[src/rtl/led_blink_pkg.sv]
// Mode codes, per-channel state encoding and state decode helpers
// shared by the multi-channel LED blinker.
package led_blink_pkg;

    localparam logic [1:0] MODE_OFF   = 2'b00;
    localparam logic [1:0] MODE_ON    = 2'b01;
    localparam logic [1:0] MODE_BLINK = 2'b10;
    localparam logic [1:0] MODE_BURST = 2'b11;

    typedef enum logic [2:0] {
        ST_IDLE   = 3'd0,
        ST_SOLID  = 3'd1,
        ST_BLK_LO = 3'd2,
        ST_BLK_HI = 3'd3,
        ST_BST_LO = 3'd4,
        ST_BST_HI = 3'd5,
        ST_DONE   = 3'd6
    } ch_state_e;

    function automatic logic state_led(input ch_state_e s);
        return (s == ST_SOLID) || (s == ST_BLK_HI) || (s == ST_BST_HI);
    endfunction

    // States whose level length is measured in ticks by the phase counter.
    function automatic logic state_phased(input ch_state_e s);
        return (s == ST_BLK_LO) || (s == ST_BLK_HI) ||
               (s == ST_BST_LO) || (s == ST_BST_HI);
    endfunction

endpackage

[src/rtl/led_tick_gen.sv]
// Free-running prescaler: one-cycle tick every TICK_DIV clk cycles,
// high while the counter sits at TICK_DIV-1.
module led_tick_gen #(
    parameter int TICK_DIV = 25000
) (
    input  logic clk,
    input  logic rst,
    output logic tick
);

    localparam int DIV_W = $clog2(TICK_DIV);
    localparam logic [DIV_W-1:0] LAST = DIV_W'(TICK_DIV - 1);

    logic [DIV_W-1:0] cnt_q, cnt_d;

    always_comb begin
        cnt_d = (cnt_q == LAST) ? '0 : cnt_q + DIV_W'(1);
    end

    // NOTE: sequential state uses non-blocking assignments so every register
    // samples pre-edge values regardless of process ordering.
    always_ff @(posedge clk or negedge rst) begin
        if (!rst) begin
            cnt_q <= '0;
        end else begin
            cnt_q <= cnt_d;
        end
    end

    assign tick = (cnt_q == LAST);

endmodule

[src/rtl/multi_led_blinker.sv]
// NUM_CH independent LED channels (off / on / blink / counted burst) paced
// by one shared tick and configured at run time through a write port.
module multi_led_blinker
    import led_blink_pkg::*;
#(
    parameter int  NUM_CH   = 4,
    parameter int  CNT_W    = 16,
    parameter int  TICK_DIV = 25000,
    parameter int  BURST_W  = 4,
    localparam int CH_W     = (NUM_CH > 1) ? $clog2(NUM_CH) : 1
) (
    input  logic               clk,
    input  logic               rst,
    input  logic               cfg_we,
    input  logic [CH_W-1:0]    cfg_ch,
    input  logic [1:0]         cfg_mode,
    input  logic [CNT_W-1:0]   cfg_period,
    input  logic [BURST_W-1:0] cfg_burst,
    output logic [NUM_CH-1:0]  led,
    output logic [NUM_CH-1:0]  ch_done,
    output logic               tick
);

    logic [CNT_W-1:0] period_fix;
    assign period_fix = (cfg_period == '0) ? CNT_W'(1) : cfg_period;

    led_tick_gen #(
        .TICK_DIV(TICK_DIV)
    ) u_tick_gen (
        .clk (clk),
        .rst (rst),
        .tick(tick)
    );

    for (genvar i = 0; i < NUM_CH; i++) begin : g_ch
        ch_state_e          state_q, state_d;
        logic [CNT_W-1:0]   phase_q, phase_d;
        logic [CNT_W-1:0]   period_q, period_d;
        logic [BURST_W-1:0] remain_q, remain_d;
        logic               led_q, led_d;
        logic               done_q, done_d;
        logic               wr_hit;

        // Out-of-range indices match no channel and are therefore ignored.
        assign wr_hit = cfg_we && (cfg_ch == CH_W'(i));

        // NOTE: every _d gets a default before any branch so no path leaves
        // it unassigned, which would otherwise infer a latch.
        always_comb begin
            state_d  = state_q;
            phase_d  = phase_q;
            period_d = period_q;
            remain_d = remain_q;
            done_d   = 1'b0;

            if (wr_hit) begin
                phase_d  = '0;
                period_d = period_fix;
                remain_d = cfg_burst;
                case (cfg_mode)
                    MODE_OFF:   state_d = ST_IDLE;
                    MODE_ON:    state_d = ST_SOLID;
                    MODE_BLINK: state_d = ST_BLK_LO;
                    default: begin
                        if (cfg_burst == '0) begin
                            state_d = ST_DONE;
                            done_d  = 1'b1;
                        end else begin
                            state_d = ST_BST_LO;
                        end
                    end
                endcase
            end else if (tick && state_phased(state_q)) begin
                if (phase_q == period_q - CNT_W'(1)) begin
                    phase_d = '0;
                    case (state_q)
                        ST_BLK_LO: state_d = ST_BLK_HI;
                        ST_BLK_HI: state_d = ST_BLK_LO;
                        ST_BST_LO: state_d = ST_BST_HI;
                        ST_BST_HI: begin
                            remain_d = remain_q - BURST_W'(1);
                            if (remain_q == BURST_W'(1)) begin
                                state_d = ST_DONE;
                                done_d  = 1'b1;
                            end else begin
                                state_d = ST_BST_LO;
                            end
                        end
                        default: state_d = state_q;
                    endcase
                end else begin
                    phase_d = phase_q + CNT_W'(1);
                end
            end

            led_d = state_led(state_d);
        end

        always_ff @(posedge clk or negedge rst) begin
            if (!rst) begin
                state_q  <= ST_IDLE;
                phase_q  <= '0;
                period_q <= CNT_W'(1);
                remain_q <= '0;
                led_q    <= 1'b0;
                done_q   <= 1'b0;
            end else begin
                state_q  <= state_d;
                phase_q  <= phase_d;
                period_q <= period_d;
                remain_q <= remain_d;
                led_q    <= led_d;
                done_q   <= done_d;
            end
        end

        assign led[i]     = led_q;
        assign ch_done[i] = done_q;
    end

endmodule

[config.mk]
export PLATFORM = sky130hd
export DESIGN_NAME = multi_led_blinker
export DESIGN_NICKNAME = d
export VERILOG_FILES = /design/src/rtl/led_blink_pkg.sv /design/src/rtl/led_tick_gen.sv /design/src/rtl/multi_led_blinker.sv
export SDC_FILE = /design/constraint.sdc
export NUM_CORES = 1
export LEC_CHECK = 0
export BUFFER_PORTS_ARGS = -buffer_cell sky130_fd_sc_hd__buf_2
export CAP_MARGIN = 20
export CORE_ASPECT_RATIO = 0.75
export CORE_MARGIN = 2
export CORE_UTILIZATION = 35
export CTS_BUF_LIST = sky130_fd_sc_hd__clkbuf_8
export DETAILED_ROUTE_END_ITERATION = 7
export PLACE_DENSITY_LB_ADDON = 0.2
export SYNTH_ARGS = -nofsm -noshare
export SYNTH_HDL_FRONTEND = slang
export SYNTH_SLANG_ARGS = --single-unit
[constraint.sdc]
create_clock -name clk -period 6.6 [get_ports clk]
set_input_delay 1.32 -clock clk [delete_from_list [all_inputs] [get_ports clk]]
set_output_delay 1.32 -clock clk [all_outputs]
set_load 0.03 [all_outputs]
### Word-level counts from Yosys, hierarchy flattened

Index checks and enable logic that the tools add are counted.

| operators by class | value |
|---|---|
| $add $sub $neg | 13 |
| equal/unequal tests | 42 |
| multiplexer cells | 74 |
| reductions and logical operators | 49 |

Operators by type and width:

| cell | count |
|---|---|
| 16-bit 2-to-1 mux | 13 |
| 16-bit by 1-bit adder with 16-bit output, second input constant | 4 |
| 16-bit == test | 4 |
| 4-bit 2-to-1 mux | 16 |
| 16-bit by 1-bit subtractor with 16-bit output, second input constant | 4 |
| 3-bit one-hot mux with 4 select lines | 4 |
| 3-bit by 2-bit == test with 1-bit output, second input constant | 12 |
| 3-bit == test, second input constant | 12 |
| 3-bit 2-to-1 mux | 12 |
| 2-bit nonzero test | 12 |
| 1-bit 2-to-1 mux | 22 |
| 1-bit logical OR | 20 |
| 4-bit by 1-bit == test with 1-bit output, second input constant | 4 |
| 16-bit logical NOT | 1 |
| 4-bit by 1-bit subtractor with 4-bit output, second input constant | 4 |
| 15-bit by 1-bit adder with 15-bit output, second input constant | 1 |
| 15-bit == test, second input constant | 1 |
| 15-bit 2-to-1 mux | 1 |
| 3-bit by 1-bit == test with 1-bit output, second input constant | 4 |
| 3-bit AND reduction | 4 |
| 2-bit 2-to-1 mux | 5 |
| 3-bit one-hot mux with 3 select lines | 1 |
| 1-bit logical AND | 8 |
| 2-bit == test, second input constant | 3 |
| other kinds (4) | 6 |

| word-level totals | value |
|---|---|
| input bits | 27 |
| word-level logic and storage cells | 203 |
| output and inout port bits | 9 |
| bits in registers | 179 |

### Depth between registers and ports, before layout

Gate-level depths: netlist of the first run.

| logic depth | value |
|---|---|
| depth after elaboration | 10 |
| mapped depth | 13 |
| mapped depth without buffers | 10 |

### By module

From an unflattened synthesis of the first run, not the netlist that was laid out.

| second synthesis, totals | value |
|---|---|
| cells, all modules | 1241 |
| area, all modules | 10790.3 sq um |

Modules (own cells, without submodules):

| module | instances | cells an instance | area each (sq um) | seq. area each (sq um) |
|---|---|---|---|---|
| multi_led_blinker | 1 | 1166 | 10005.8 | 4108.9 |
| led_tick_gen | 1 | 75 | 784.5 | 375.4 |

### Least setup slack after synthesis of the first run

OpenSTA, ideal clock, no wires.

| timing | value |
|---|---|
| path type | reg-to-output |
| from | register u_tick_gen.cnt_q[0] |
| to | output port tick |
| path slack | 3298 ps |
| stages on the path, launching flop included | 5 |
| path buffers | 1 |
| data required time | 5280 ps |
| data arrival time | 1982 ps |
| cell sequence | dfrtp_1 -> ha_1 -> or4bb_1 -> nor4_4 -> clkbuf_1 |

| between the ends | value |
|---|---|
| longest elaborated chain between the ends | 1 |

Ends and longest elaborated chain:

| item | RTL line | source |
|---|---|---|
| from (decl) | led_tick_gen.sv:14 | `logic [DIV_W-1:0] cnt_q, cnt_d;` |
| from (signal assigned) | led_tick_gen.sv:26 | `cnt_q <= cnt_d;` |
| 15-bit == test | led_tick_gen.sv:30 | `assign tick = (cnt_q == LAST);` |
| to (decl) | multi_led_blinker.sv:21 | `output logic tick` |

No other way between the ends.

### Worst setup path in the final report of the first run

Same ends and word-level chain as after synthesis.

==> results of run 1 <==
[worst paths after layout]
path,startpoint,end,slack (ns),cells past startpoint
min in group asynchronous,rst,g_ch[1].phase_q[4],0.80,1
hold / removal,g_ch[3].period_q[15],g_ch[3].period_q[15],0.51,2
hold reg to reg,g_ch[3].period_q[15],g_ch[3].period_q[15],0.51,2
setup / recovery,u_tick_gen.cnt_q[0],tick,2.78,5
setup reg to reg,g_ch[1].period_q[2],g_ch[1].phase_q[15],2.95,8
max in group asynchronous,rst,g_ch[3].phase_q[10],4.60,2
[flip-flops by register name, indices dropped and copies added (netlist names)]
signal / count
g_ch.period_q: 64
g_ch.phase_q: 64
g_ch.remain_q: 16
u_tick_gen.cnt_q: 15
g_ch.state_q: 12
g_ch.done_q: 4
g_ch.led_q: 4
[routing by layer]
layer	vias up	track usage	share of wire
met2	158	0.257	0.41
li1	4280	-	-
met5	-	0	0
met3	20	0.0365	0.041
met1	4292	0.280	0.54
met4	0	0.0365	0.0083
[worst max-delay path: cells and delay by family (launching register included)]
kind	cells	cell delay, ns
adder cells (fa/ha/maj)	1	0.30
buffers and inverters	2	0.55
flip-flops	1	0.43
AND/OR/NAND/NOR	2	0.74
[cells by family after synthesis]
family          Yosys count  share of synthesized area
simple gates            594                      0.279
flops                   179                      0.411
mux                      33                     0.0328
buf+inv                  99                     0.0391
xor+xnor                148                      0.119
compound gates          163                     0.0990
fa+ha+maj                17                     0.0195
[where the power goes]
part	switching [mW]	leakage [nW]	internal (mW)
clock	0.403	0.213	0.398
combinational	0.324	2.49	0.234
sequential	0.138	2.30	1.20
[stage by stage]
stage,std cells,utilization,hold slack [ns],power [mW]
6_report,1636,0.386,0.505,2.69
5_1_grt,1636,0.386,0.536,2.86
4_1_cts,1635,0.386,0.513,2.72
3_5_place_dp,1604,0.372,0.491,1.91
3_3_place_gp,1604,0.372,0.486,1.90
2_1_floorplan,1233,-,0.465,1.75
[placed cells by master (no fill, tap or decap), drive strengths merged, types with 5 or more instances in the layout]
cell	instances
nand3b	7
nor2	109
nor3b	9
clkbuf	22
and3	18
inv	30
and2	12
o31ai	6
a21oi	35
nand2b	10
mux2	22
nor3	49
or4	11
mux2i	11
nand3	48
a31oi	6
or3	8
a211o	8
nor2b	12
nor4	29
xor2	73
buf	42
nor4bb	6
or2	8
nand4b	5
o21ai	54
xnor2	75
nand2	204
ha	17
o2111ai	6
dfrtp	175
nand4	30
[area by class of cell]
type	count	area, um2	area share
sequential	179	4480	0.382
timing repair buffer	44	249	0.0212
clock buffer	20	275	0.0234
multi-input combinational	955	5990	0.510
inverter	28	105	0.00895
clock inverter	11	136	0.0116
tap	399	499	0.0425
==> results.yml, run 1 <==
status:
  status: "complete, no violations"
layout:
  drive_above_1_share: 0.104
  antenna_cells: 0
  syn_to_final_growth_pct: 7.74
  design_area_mm2: 0.0117
  fillers: 3098
  fin_nets: 1269
floorplanning:
  die_h_um: 157
  die_w_um: 208
  start_util: 0.358
  rows: 55
  dieArea_mm2: 0.0326
  io-pin-count: 36
  core_mm2: 0.0304
synth:
  synthDistinctLibCells: 80
  synth_edf_count: 0
  synthMostInstantiatedCell: "nand2_1"
  synth-async-reset-ratio: 1.00
  ys_warn_count: 0
  synth_nets: 1277
  syn_area_mm2: 0.0109
  syn_inst: 1233
  synth_area_leader_cell: "dfrtp_1"
  ys_seq_elements: 179
  synth_area_leaders: "dfrtp_1 40%, nand2_1 7.0%, xnor2_1 6.0%"
  synth_area_per_cell_um2: 8.84
  synth_top_area_frac: 0.402
  synth_ff_type: "dfrtp_1"
  yosys-top-cells-count: "203 x nand2_1, 175 x dfrtp_1, 109 x nor2_1"
  synth_seq_area_share: 0.411
cts:
  cts_made_buffers: 17
  h-tree-depth: 4
  clock_latency_ns: 0.50
  cts_root_buf: "clkbuf_8"
  cts_tree: "built"
  clkTransAtPathRegs_ns: 0.09
  holdBufCountCts: 0
  cts.sinks: 179
  cts-resized-gates: 0
  cts_setup_buffers: 0
  cts_buffer_depth: 2
critical_path:
  cpMaxStageDelayCell: "or4bb_1"
  max_stage_delay_ns: 0.48
  crit_required_ns: 5.28
  crit_type: "reg -> out"
  path_cells: "ha_1 > or4bb_1 > nor4_4 > buf_4 > buf_2"
  start_kind: "register"
  crit_path_end_kind: "primary output"
  cp_max_fo: 18
  cp.arrival_ns: 2.50
power:
  power_density_mw_per_mm2: 229
  leakagePower_nw: 5.00
  ir_drop_mv: 0.204
sta:
  rsz0062_at_grt: "no"
  period_needed_ns: 3.82
  tns_ns: 0
  finClkSkew_ns: 0.0170
  maxSlewHeadroom: 0.329
  fmax_ghz: 0.262
  period_share: 0.579
  tightest_slew_ns: 1.00
  drv_slew: 0
  layout_setup_ws_ns: 2.78
  setup_violations: 0
  timing_hold_violations_final: 0
placement:
  placed_area_mm2: 0.0113
  portBuffers: 35
  dp_hpwl_mm: 20.5
  pre_cts_ws_ns: 2.83
  finalWeightedCongestion: 0.840
grt:
  antenna_found_initial: 0
  grt_use_total: 0.181
  grt_pass1_vias: 8213
  grt_first_pass_wirelength_mm: 46.3
  grt_max_degree: 62
  grt.overflow.total: 0
run:
  cap_violations: 0
drt:
  dr_total_vias: 8750
  routed_wl_mm: 28.3
  wl_per_cell_um: 17.3
  drtIter0Drc: 614
  drc_errors: 0
  antenna_left: 0
  viasPerCell: 5.35
  first_pass_iters: 7
hold_path:
  hold_class: "reg -> reg"
Note: power is estimated with default switching activity, not from simulation.
==> inputs of run 2 (changes only) <==
==> constraint.sdc (replaced) <==
create_clock -name clk -period 3.6 [get_ports clk]
set_input_delay 0.72 -clock clk [delete_from_list [all_inputs] [get_ports clk]]
set_output_delay 0.72 -clock clk [all_outputs]
set_load 0.03 [all_outputs]
==> run 2 against run 1 <==
Against the previous run:
- utilization is 0.53 points higher
- worst setup slack got worse by 2.5 ns
- first-iteration DRC count is 28% higher
==> results.yml, run 2 (synthesized netlist as in run 1, its figures left out) <==
cts:
  cts_root_buf: "clkbuf_8"
  holdBufCountCts: 0
  clock_latency_ns: 0.50
  cts.sinks: 179
  cts_made_buffers: 17
  clkTransAtPathRegs_ns: 0.09
  cts_buffer_depth: 2
  cts_tree: "built"
  h-tree-depth: 4
sta:
  setup_violations: 0
  tns_ns: 0
  period_share: 0.926
  period_needed_ns: 3.34
  timing_hold_violations_final: 0
  rsz0062_at_grt: "no"
  finClkSkew_ns: 0.0101
  drv_slew: 0
  tightest_slew_ns: 0.880
  maxSlewHeadroom: 0.407
  fmax_ghz: 0.300
layout:
  stdcell_count: 1659
  antenna_cells: 0
  largest_registers: "g_ch.period_q: 64 flops, g_ch.phase_q: 64 flops, g_ch.remain_q: 16 flops"
  layout_common_cells: "202 x nand2_1, 175 x dfrtp_1, 109 x nor2_1"
  final_common_cell: "nand2_1"
  syn_to_final_growth_pct: 9.21
  drive_above_1_share: 0.123
  fin_nets: 1291
drt:
  met3_length_mm: 1.59
  routed.top_layer: "met4"
  dr_total_vias: 8938
  m1WireLength_mm: 15.3
  first_pass_iters: 5
  routed_wl_mm: 28.9
  drc_errors: 0
  viasPerCell: 5.39
  drtIter0Drc: 785
  antenna_left: 0
  wl_met2_mm: 11.6
  wl_per_cell_um: 17.4
placement:
  dp_hpwl_mm: 21.1
  dp.cells: 1626
  portBuffers: 35
  finalWeightedCongestion: 0.873
floorplanning:
  start_util: 0.358
  die_w_um: 208
  io-pin-count: 36
  dieArea_mm2: 0.0326
  rows: 55
  core_mm2: 0.0304
  die_h_um: 157
power:
  ir_drop_mv: 0.184
  p_total_mw: 4.91
  power_density_mw_per_mm2: 412
  leakagePower_nw: 5.11
status:
  status: "complete, no violations"
grt:
  antenna_found_initial: 0
  grt_use_total: 0.182
  grt_pass1_vias: 8290
  grt_first_pass_wirelength_mm: 46.5
  grt.overflow.total: 0
  grt_max_degree: 68
critical_path:
  cp.arrival_ns: 2.62
  start_kind: "register"
  crit_required_ns: 2.88
  crit_path_end_kind: "primary output"
  cp_max_fo: 9
  crit_type: "reg -> out"
  r2r_cells: 8
hold_path:
  hold_class: "in -> async"
run:
  cap_violations: 0
run 2: changes by cell type in the layout (fill, tap and decap cells not counted), sizes merged:
cell / change
buf: +23
clkbuf: -4
clkinv: +4
bufinv: -1
clkinvlp: +1
run 2: cell type report:
type / instances / area, um2
timing repair buffer: 66 / 429
inverter: 28 / 105
multi-input combinational: 955 / 6010
tap: 399 / 499
sequential: 179 / 4480
clock inverter: 15 / 143
fill: 3122 / 18500
clock buffer: 17 / 234
run 2: stage by stage:
step	utilization	worst slack [ns]	hold WS, ns	instance area, um2
floorplan	-	0.558	0.424	10900
global placement	0.378	0.366	0.483	11500
detailed placement	0.378	0.226	0.495	11500
CTS	0.391	0.198	0.208	11900
global route	0.391	0.0522	0.233	11900
finish	0.391	0.265	0.200	11900
run 2: path summary, 6_finish.rpt:
path                                       from                    to  slack (ns)
setup reg to reg            g_ch[0].period_q[2]         g_ch[0].led_q        0.29
max in group asynchronous                   rst   g_ch[0].period_q[0]        2.52
min in group clk           g_ch[0].period_q[15]  g_ch[0].period_q[15]        0.51
hold reg to reg            g_ch[0].period_q[15]  g_ch[0].period_q[15]        0.51
hold / removal                              rst    g_ch[1].phase_q[4]        0.20
setup / recovery            u_tick_gen.cnt_q[0]                  tick        0.26
run 2: power breakdown:
part	leakage [nW]	switching, mW	internal (mW)
combinational	2.61	0.615	0.455
sequential	2.30	0.256	2.19
clock	0.192	0.779	0.608
total	5.11	1.65	3.26
run 2: layer usage:
layer,global-route usage,vias to the layer above
met1,0.281,4345
met3,0.0341,25
met2,0.254,228
met5,0,-
li1,-,4340
met4,0.0507,0
run 2: what timing repair did:
item                       in CTS  in global routing
pin swaps                       1                  0
setup endpoints to repair       1                 15
gates resized for setup         0                  3
setup buffers                   1                  0
run 2: critical path: stages, from the launching register on:
cell and delay [ns]:
dfrtp_1 0.44, ha_1 0.29, or4bb_1 0.47, nor4_4 0.30, buf_4 0.22, buf_4 0.18
buf_2 0.22
